===== config.mk =====
export PLATFORM = sky130hd
export DESIGN_NAME = mips32_scoreboard_flat
export DESIGN_NICKNAME = d
export VERILOG_FILES = /design/src/rtl/mips32_scoreboard_if.sv /design/src/rtl/mips32_scoreboard.sv /design/src/flat_wrapper.sv
export SDC_FILE = /design/constraint.sdc
export NUM_CORES = 1
export LEC_CHECK = 0
export CAP_MARGIN = 0
export CORE_AREA = 2 2 137 139
export CTS_CLUSTER_DIAMETER = 50
export DETAILED_ROUTE_END_ITERATION = 8
export DIE_AREA = 0 0 139 141
export GPL_ROUTABILITY_DRIVEN = 0
export HOLD_SLACK_MARGIN = 0.05
export MAX_ROUTING_LAYER = met4
export PLACE_DENSITY_LB_ADDON = 0.3
export REMOVE_ABC_BUFFERS = 1
export SYNTH_ARGS = -nofsm -noshare
export SYNTH_HDL_FRONTEND = slang
export SYNTH_SLANG_ARGS = --single-unit
export TNS_END_PERCENT = 100

===== constraint.sdc =====
create_clock -name clk1 -period 8.6 [get_ports clk1]
set_input_delay 2.58 -clock clk1 [delete_from_list [all_inputs] [get_ports clk1]]
set_output_delay 2.58 -clock clk1 [all_outputs]
set_load 0.01 [all_outputs]

===== src/rtl/mips32_scoreboard_if.sv =====
// Issue bus between the ID stage and the register-hazard scoreboard.
// The ID stage drives the instruction fields; the scoreboard answers with a stall.
interface mips32_scoreboard_if #(
  parameter int AW    = 5,
  parameter int LAT_W = 3
);
  logic             iss_valid;
  logic [AW-1:0]    iss_rs;
  logic             iss_rs_used;
  logic [AW-1:0]    iss_rt;
  logic             iss_rt_used;
  logic [AW-1:0]    iss_rd;
  logic             iss_wr;
  logic [LAT_W-1:0] iss_lat;
  logic             iss_stall;

  modport master (
    output iss_valid, iss_rs, iss_rs_used, iss_rt, iss_rt_used,
    output iss_rd, iss_wr, iss_lat,
    input  iss_stall
  );

  modport slave (
    input  iss_valid, iss_rs, iss_rs_used, iss_rt, iss_rt_used,
    input  iss_rd, iss_wr, iss_lat,
    output iss_stall
  );
endinterface


===== src/rtl/mips32_scoreboard.sv =====
// Register-hazard scoreboard for pipe_MIPS32: per-register latency countdowns,
// zero-latency issue stall, and a saturating count of stalled issue cycles.
module mips32_scoreboard #(
  parameter int NUM_REGS = 32,
  parameter int AW       = $clog2(NUM_REGS),
  parameter int LAT_W    = 3,
  parameter bit BYPASS   = 1'b1,
  parameter int CNT_W    = 16
) (
  input  logic                clk1,
  input  logic                rst_n,
  input  logic                flush,
  mips32_scoreboard_if.slave  iss,
  output logic [NUM_REGS-1:0] busy_mask,
  output logic [CNT_W-1:0]    stall_cnt
);

  logic [LAT_W-1:0] cnt_q [NUM_REGS];
  logic [LAT_W-1:0] cnt_d [NUM_REGS];
  logic [CNT_W-1:0] stall_cnt_q;
  logic [CNT_W-1:0] stall_cnt_d;
  logic             pend_s;
  logic             rs_hz_s;
  logic             rt_hz_s;
  logic             waw_hz_s;
  logic             stall_s;
  logic             acc_s;

  // With forwarding, a result in its last countdown cycle is already usable.
  function automatic logic pend_f(input logic [LAT_W-1:0] c);
    if (BYPASS) begin
      return c > LAT_W'(1'b1);
    end else begin
      return c != {LAT_W{1'b0}};
    end
  endfunction

  // Hazard detection against current state only; register 0 never pends
  // because its counter is pinned at zero below.
  always_comb begin
    pend_s   = 1'b0;
    rs_hz_s  = 1'b0;
    rt_hz_s  = 1'b0;
    waw_hz_s = 1'b0;
    for (int r = 0; r < NUM_REGS; r++) begin
      pend_s   = pend_f(cnt_q[r]);
      rs_hz_s  = rs_hz_s  | (iss.iss_rs_used & pend_s & (iss.iss_rs == AW'(r)));
      rt_hz_s  = rt_hz_s  | (iss.iss_rt_used & pend_s & (iss.iss_rt == AW'(r)));
      waw_hz_s = waw_hz_s | (iss.iss_wr      & pend_s & (iss.iss_rd == AW'(r)));
    end
    stall_s = iss.iss_valid & (rs_hz_s | rt_hz_s | waw_hz_s);
    acc_s   = iss.iss_valid & ~stall_s & ~flush;
  end

  assign iss.iss_stall = stall_s;

  // Per-register next countdown: flush, then a fresh set, then decrement.
  always_comb begin
    for (int r = 0; r < NUM_REGS; r++) begin
      if (r == 0) begin
        cnt_d[r] = {LAT_W{1'b0}};
      end else if (flush) begin
        cnt_d[r] = {LAT_W{1'b0}};
      end else if (acc_s & iss.iss_wr & (iss.iss_rd == AW'(r)) &
                   (iss.iss_lat != {LAT_W{1'b0}})) begin
        cnt_d[r] = iss.iss_lat;
      end else if (cnt_q[r] != {LAT_W{1'b0}}) begin
        cnt_d[r] = cnt_q[r] - LAT_W'(1'b1);
      end else begin
        cnt_d[r] = cnt_q[r];
      end
    end
  end

  // Saturating stall counter; a flushed cycle is not a lost issue slot.
  always_comb begin
    if (stall_s & ~flush & (stall_cnt_q != {CNT_W{1'b1}})) begin
      stall_cnt_d = stall_cnt_q + CNT_W'(1'b1);
    end else begin
      stall_cnt_d = stall_cnt_q;
    end
  end

  // State registers.
  always_ff @(posedge clk1 or negedge rst_n) begin
    if (!rst_n) begin
      for (int r = 0; r < NUM_REGS; r++) begin
        cnt_q[r] <= {LAT_W{1'b0}};
      end
      stall_cnt_q <= {CNT_W{1'b0}};
    end else begin
      cnt_q       <= cnt_d;
      stall_cnt_q <= stall_cnt_d;
    end
  end

  // Busy decode straight from the counters, no path from the issue inputs.
  always_comb begin
    for (int r = 0; r < NUM_REGS; r++) begin
      busy_mask[r] = (cnt_q[r] != {LAT_W{1'b0}});
    end
  end

  assign stall_cnt = stall_cnt_q;

endmodule


===== src/flat_wrapper.sv =====
// flat-port wrapper written by rule: the top's interface ports become plain ports
module mips32_scoreboard_flat 
#(
  parameter int NUM_REGS = 32,
  parameter int AW       = $clog2(NUM_REGS),
  parameter int LAT_W    = 3,
  parameter bit BYPASS   = 1'b1,
  parameter int CNT_W    = 16
)
  (clk1, rst_n, flush, busy_mask, stall_cnt, iss_iss_valid, iss_iss_rs, iss_iss_rs_used, iss_iss_rt, iss_iss_rt_used, iss_iss_rd, iss_iss_wr, iss_iss_lat, iss_iss_stall);
  mips32_scoreboard_if #(.AW(AW), .LAT_W(LAT_W)) iss_i ();
  input  logic clk1;
  input  logic rst_n;
  input  logic flush;
  output logic [NUM_REGS-1:0] busy_mask;
  output logic [CNT_W-1:0] stall_cnt;
  input wire logic [$bits(iss_i.iss_valid)-1:0] iss_iss_valid;
  input wire logic [$bits(iss_i.iss_rs)-1:0] iss_iss_rs;
  input wire logic [$bits(iss_i.iss_rs_used)-1:0] iss_iss_rs_used;
  input wire logic [$bits(iss_i.iss_rt)-1:0] iss_iss_rt;
  input wire logic [$bits(iss_i.iss_rt_used)-1:0] iss_iss_rt_used;
  input wire logic [$bits(iss_i.iss_rd)-1:0] iss_iss_rd;
  input wire logic [$bits(iss_i.iss_wr)-1:0] iss_iss_wr;
  input wire logic [$bits(iss_i.iss_lat)-1:0] iss_iss_lat;
  output wire logic [$bits(iss_i.iss_stall)-1:0] iss_iss_stall;
  assign iss_i.iss_valid = iss_iss_valid;
  assign iss_i.iss_rs = iss_iss_rs;
  assign iss_i.iss_rs_used = iss_iss_rs_used;
  assign iss_i.iss_rt = iss_iss_rt;
  assign iss_i.iss_rt_used = iss_iss_rt_used;
  assign iss_i.iss_rd = iss_iss_rd;
  assign iss_i.iss_wr = iss_iss_wr;
  assign iss_i.iss_lat = iss_iss_lat;
  assign iss_iss_stall = iss_i.iss_stall;
  mips32_scoreboard #(.NUM_REGS(NUM_REGS), .AW(AW), .LAT_W(LAT_W), .BYPASS(BYPASS), .CNT_W(CNT_W)) u_core (.clk1(clk1), .rst_n(rst_n), .flush(flush), .iss(iss_i), .busy_mask(busy_mask), .stall_cnt(stall_cnt));
endmodule

==> out/results.ini, run 1 <==
[status]
status=finished, final reports clean

[power]
internal-power_w=0.00195
p_seq_share_pct=26.5
combPwrFrac_pct=59.7
powerDensity_mw_per_mm2=335
clockPowerShare_pct=13.8
switching_share_pct=43.0
p_sw_w=0.00147
p_leak_nw=4.80
peakVddDrop_v=0.000163

[layout]
drive_gt1_share_pct=9.07
fillers=1654
fin_util_pct=55.9
syn_to_final_growth_pct=13.9
nets=1157
final_cell_area_mm2=0.0102
diodes=0
seq_area_mm2=0.00273
multi_input_area_mm2=0.00575

[clock_tree]
h-tree-depth=3
cts_tree=yes
clk_path_buf_depth=2
clkSinkCount=109
cts_root_buf=clkbuf_16
cts_buffers=9
cts_hold_buffers=0
cts_setup_buffers=0
clkTransAtPathRegs_ps=80
insertion_delay_ps=370
cts.repair.resized=0

[sta]
slew_viol_final=0
rsz0062_at_grt=no
max_freq_mhz=121
skew_ps=9.67
tightest_slew_ps=887
fin_ws_ps=365
layout_worst_path_cycle_share_pct=95.8
slew_headroom_pct=40.7
hold_slack_ps=486
period_needed_ps=8240
setup_violations=0
hold_viol=0
setup_tns_ps=0

[detailed_routing]
vias_per_cell=5.79
finalWirelength_um=23000
drc=0
ant_nets=0
first_pass_iters=6
drt_iter0_markers=599
num_vias=7414
wl_per_cell_um=17.9

[logic_synthesis]
synth.largest_area_cell=dfrtp_1
synth_edf_count=0
synth_top_family_by_area=simple AND/OR/NAND/NOR gates
ys_ff_latch=109
synth_top_area_share_pct=30.4
synthXorXnorAreaFrac_pct=4.49
ys_types=74
muxShareOfSynthArea_pct=14.6
synth_compound_area_share_pct=12.3
yosys.area_share.simple_pct=19.9
seq_area_frac_synth_pct=30.4
synthesis.area_mm2=0.00897
yosys.cell_count.top_type=nor2_1
synthAdderAreaFrac_pct=12.6
synth_area_leaders=dfrtp_1, ha_1, nor2_1
synthTopCellsByCount=nor2_1, dfrtp_1, ha_1
yosys_most_used_dff=dfrtp_1
yosys_warnings=0
synthCells=991
async_reset_ff_share_pct=100
synth.avg_cell_area_um2=9.05

[job]
cap_violations=0

[placed_design]
placed_area_mm2=0.00988
hpwl_um=16600
dp_slack_ps=433
port_buffers=72

[floorplanning]
ios=74
initial_utilization_pct=49.1
coreArea_mm2=0.0183
die_h_um=141
die-area_mm2=0.0196
core.rowCount=50
die_x_um=139

[global_routing]
grt_pass1_vias=7089
antenna_found_initial=0
track_usage_pct=24.5
grt_pass1_wl_um=37300
gr-total-overflow=0
grt_max_degree=65

[setup_path]
critPathKind=input pin to primary output
cp-start-kind=input pin
crit_arrival_ps=5660
critPathCaptureType=primary output
cp_max_fo=18
critPathRequiredTime_ps=6020

[hold_path]
hp-class=register to register

registers in the layout, summed over array words and instances, names as in the netlist:
signal and cells:
u_core.cnt_q 93, u_core.stall_cnt 16
metal layers:
metal / track usage, % / vias to the layer above / part of all wire [%]
li1: - / 3540 / -
met1: 31.4 / 3530 / 44
met2: 38.8 / 274 / 47
met3: 4.21 / 70 / 6.6
met4: 9.78 / 0 / 3.0
met5: - / - / 0
worst max-delay path: stages:
cell	delay [ps]
clkdlybuf4s50_1	750
nor2b_1	310
nand2_1	140
o21ai_1	90
o41a_1	390
o41a_1	340
or3_4	410
and2_1	170
clkdlybuf4s50_1	470
cell type report:
type	count	share of cell area, %
multi-input combinational	755	56.3
inverter	86	3.16
tap	234	2.87
clock inverter	6	0.931
sequential	109	26.7
timing repair buffer	81	7.67
clock buffer	10	2.34
worst paths after layout:
kind,depth (start not counted),startpoint,endpoint,slack (ps)
setup / recovery,9,iss_iss_rd[1],iss_iss_stall,360
hold / removal,1,u_core.stall_cnt[14],u_core.stall_cnt[14],490
setup reg to reg,12,u_core.cnt_q[46],u_core.cnt_q[86],4770
hold reg to reg,1,u_core.stall_cnt[14],u_core.stall_cnt[14],490
max in group asynchronous,2,rst_n,u_core.cnt_q[36],5080
min in group asynchronous,1,rst_n,u_core.cnt_q[7],2220
per-stage QoR:
stage | cells | power [W]
2_1_floorplan | 950 | 0.00226
3_3_place_gp | 1265 | 0.00288
3_5_place_dp | 1265 | 0.00293
6_report | 1281 | 0.00343
4_1_cts | 1281 | 0.00343
5_1_grt | 1281 | 0.00371
kinds of logic after synthesis:
| logic type | after synthesis |
|---|---|
| XOR/XNOR | 46 |
| buffers and inverters | 127 |
| multiplexers | 118 |
| adder cells (fa/ha/maj) | 90 |
| AO/OA/AOI/OAI | 141 |
| flip-flops | 109 |
| AND/OR/NAND/NOR | 359 |
| other | 1 |
placed cells by master, fill, tap and decap left out, types with 13 or more instances in the layout:
cell / instances
nand3_1: 19
o21bai_1: 14
clkdlybuf4s50_1: 70
dfrtp_1: 109
mux2i_1: 51
nand4_1: 17
mux2_1: 26
mux2_2: 28
nor2_1: 171
inv_1: 83
nand2b_1: 36
nand2_1: 26
a211o_1: 28
a21oi_1: 19
xnor2_1: 39
mux2_4: 13
ha_1: 90
nor3_1: 23
power groups by stage:
stage                     clock [W]  sequential [W]  combinational [W]
after floorplan                   0        0.000868            0.00139
after global placement            0        0.000902            0.00198
after detailed placement          0        0.000911            0.00202
after CTS                  0.000482        0.000903            0.00204
after global routing       0.000504        0.000938            0.00227
final                      0.000473        0.000906            0.00205
Power figures use the tool's default switching activity.
==> run 2, diff against run 1 <==
==> constraint.sdc (replaced) <==
create_clock -name clk1 -period 8.6 [get_ports clk1]
set_input_delay 0.86 -clock clk1 [delete_from_list [all_inputs] [get_ports clk1]]
set_output_delay 0.86 -clock clk1 [all_outputs]
set_load 0.01 [all_outputs]
==> out/results.ini, run 2 (synthesis results as in run 1) <==
[sta]
slew_headroom_pct=41.4  ; +0.66 points
hold_viol=0  ; unchanged
max_freq_mhz=194  ; +60%
slew_viol_final=0  ; unchanged
rsz0062_at_grt=no
tightest_slew_ps=877  ; -10.7 ps
layout_worst_path_cycle_share_pct=60.0  ; -36 points
setup_tns_ps=0  ; unchanged
skew_ps=9.22  ; -0.452 ps
hold_slack_ps=501  ; +14.9 ps
setup_violations=0  ; unchanged
period_needed_ps=5160  ; -3080 ps

[layout]
diodes=0  ; unchanged
fin_util_pct=55.6  ; -0.35 points
syn_to_final_growth_pct=13.2
final_cell_mix=nor2_1, dfrtp_1, ha_1, inv_1, clkdlybuf4s50_1
largest_reg_flops=93  ; unchanged
regMostFlops=u_core.cnt_q
drive_gt1_share_pct=8.64  ; -0.44 points
nets=1152  ; -0.43%
final_common_cell=nor2_1
fillers=1675  ; +1.3%

[clock_tree]
cts.repair.resized=0  ; unchanged
h-tree-depth=3  ; unchanged
cts_hold_buffers=0  ; unchanged
cts_setup_buffers=0  ; unchanged
insertion_delay_ps=370  ; about the same
cts_buffers=9  ; unchanged
clk_path_buf_depth=2  ; unchanged
cts_tree=yes
clkSinkCount=109  ; unchanged
cts_root_buf=clkbuf_16
clkTransAtPathRegs_ps=80  ; about the same

[placed_design]
port_buffers=72  ; unchanged
hpwl_um=16600  ; -0.12%

[global_routing]
antenna_found_initial=0  ; unchanged
grt_max_degree=57  ; -12%
grt_pass1_wl_um=36400  ; -2.4%
grt_pass1_vias=7026  ; -0.89%
gr-total-overflow=0  ; unchanged
track_usage_pct=23.9  ; -0.54 points

[hold_path]
hold_path_depth=1  ; unchanged
hp-class=register to register

[detailed_routing]
finalWirelength_um=22700  ; -1.1%
ant_nets=0  ; unchanged
num_vias=7375  ; -0.53%
drt_iter0_markers=511  ; -15%
first_pass_iters=5  ; -1
vias_per_cell=5.78  ; -0.14%
wl_per_cell_um=17.8  ; -0.67%
drc=0  ; unchanged

[setup_path]
critPathKind=input pin to primary output
critPathCaptureType=primary output
cpLargestDelayFamily=simple AND/OR/NAND/NOR gates
crit_arrival_ps=4300  ; -1360 ps
critPathBufInv=2  ; unchanged
critical_path_depth=10  ; +1
cp_slowest_cell=clkdlybuf4s50_1
cp-start-kind=input pin
cp_max_fo=32  ; +14
path_cells=clkdlybuf4s50_1 > nand2_1 > o22ai_1 > o22ai_1 > o311ai_1 > nor4bb_1 > nand4_1 > or3_4 > and2_1 > clkdlybuf4s50_1
critPathRequiredTime_ps=7740  ; +1720 ps
cpPeakStageDelay_ps=870  ; +120 ps
rr_worst_depth=11  ; -1

[power]
p_leak_nw=4.77  ; -0.74%
powerDensity_mw_per_mm2=334  ; -0.57%
peakVddDrop_v=0.000199  ; +22%
fin_total_pwr_w=0.00339  ; -1.2%

[floorplanning]
core.rowCount=50  ; unchanged
initial_utilization_pct=49.1  ; unchanged
coreArea_mm2=0.0183  ; unchanged
die_h_um=141  ; unchanged
die-area_mm2=0.0196  ; unchanged
ios=74  ; unchanged
die_x_um=139  ; unchanged

[status]
status=finished, final reports clean

[job]
cap_violations=0  ; unchanged

==> run 2: cell count changes in the layout (fill, tap and decap cells not counted) <==
| cell | delta |
|---|---|
| buf_4 | -5 |
| bufinv_16 | -1 |
| clkbuf_8 | -1 |
| inv_6 | +2 |
==> run 2: worst paths after layout <==
check	startpoint	to	slack, ps
max in group asynchronous	rst_n	u_core.cnt_q[60]	6850
worst min-delay path	u_core.stall_cnt[14]	u_core.stall_cnt[14]	500
worst max-delay path	iss_iss_rd[4]	iss_iss_stall	3440
min in group asynchronous	rst_n	u_core.cnt_q[6]	540
worst min register to register	u_core.stall_cnt[14]	u_core.stall_cnt[14]	500
worst max register to register	u_core.cnt_q[46]	u_core.cnt_q[81]	4900
==> run 2: where the power goes <==
part	switching (W)	total, W	leakage (nW)	internal (W)
Clock	0.000208	0.000439	0.145	0.000231
Sequential	0.000198	0.000907	1.43	0.000708
Combinational	0.00106	0.00204	3.20	0.000976
Total	0.00147	0.00339	4.77	0.00191
==> run 2: worst register-to-register path: cells and delay by family (launching register included) <==
kind | cells | cell delay [ps]
AOI/OAI and AO/OA | 4 | 870
adders and majority gates | 1 | 150
buffers and inverters | 1 | 120
DFF | 1 | 410
and+or+nand+nor | 4 | 1690
muxes | 1 | 350
==> run 2: layer usage <==
metal	wire length (um)	GRT usage, %	up-vias
li1	-	-	3521
met1	10000	30.2	3537
met2	10500	38.7	256
met3	1500	4.99	61
met4	690	7.92	0
met5	0	-	-
==> run 2: layout make-up <==
class	instances	area, um^2	area share (%)
Timing Repair Buffer	76	746	7.35
Inverter	86	323	3.18
Tap cell	234	293	2.88
Multi-Input combinational cell	755	5750	56.7
Sequential cell	109	2730	26.9
Clock inverter	7	82.6	0.814
Clock buffer	9	225	2.22
==> run 2: per-stage QoR <==
stage | worst slack [ps] | instance area (um^2) | instances
floorplan | 5080 | 8790 | 950
global placement | 3610 | 9840 | 1260
detailed placement | 3530 | 9840 | 1260
CTS | 3540 | 10200 | 1276
global route | 3280 | 10200 | 1276
finish | 3440 | 10200 | 1276
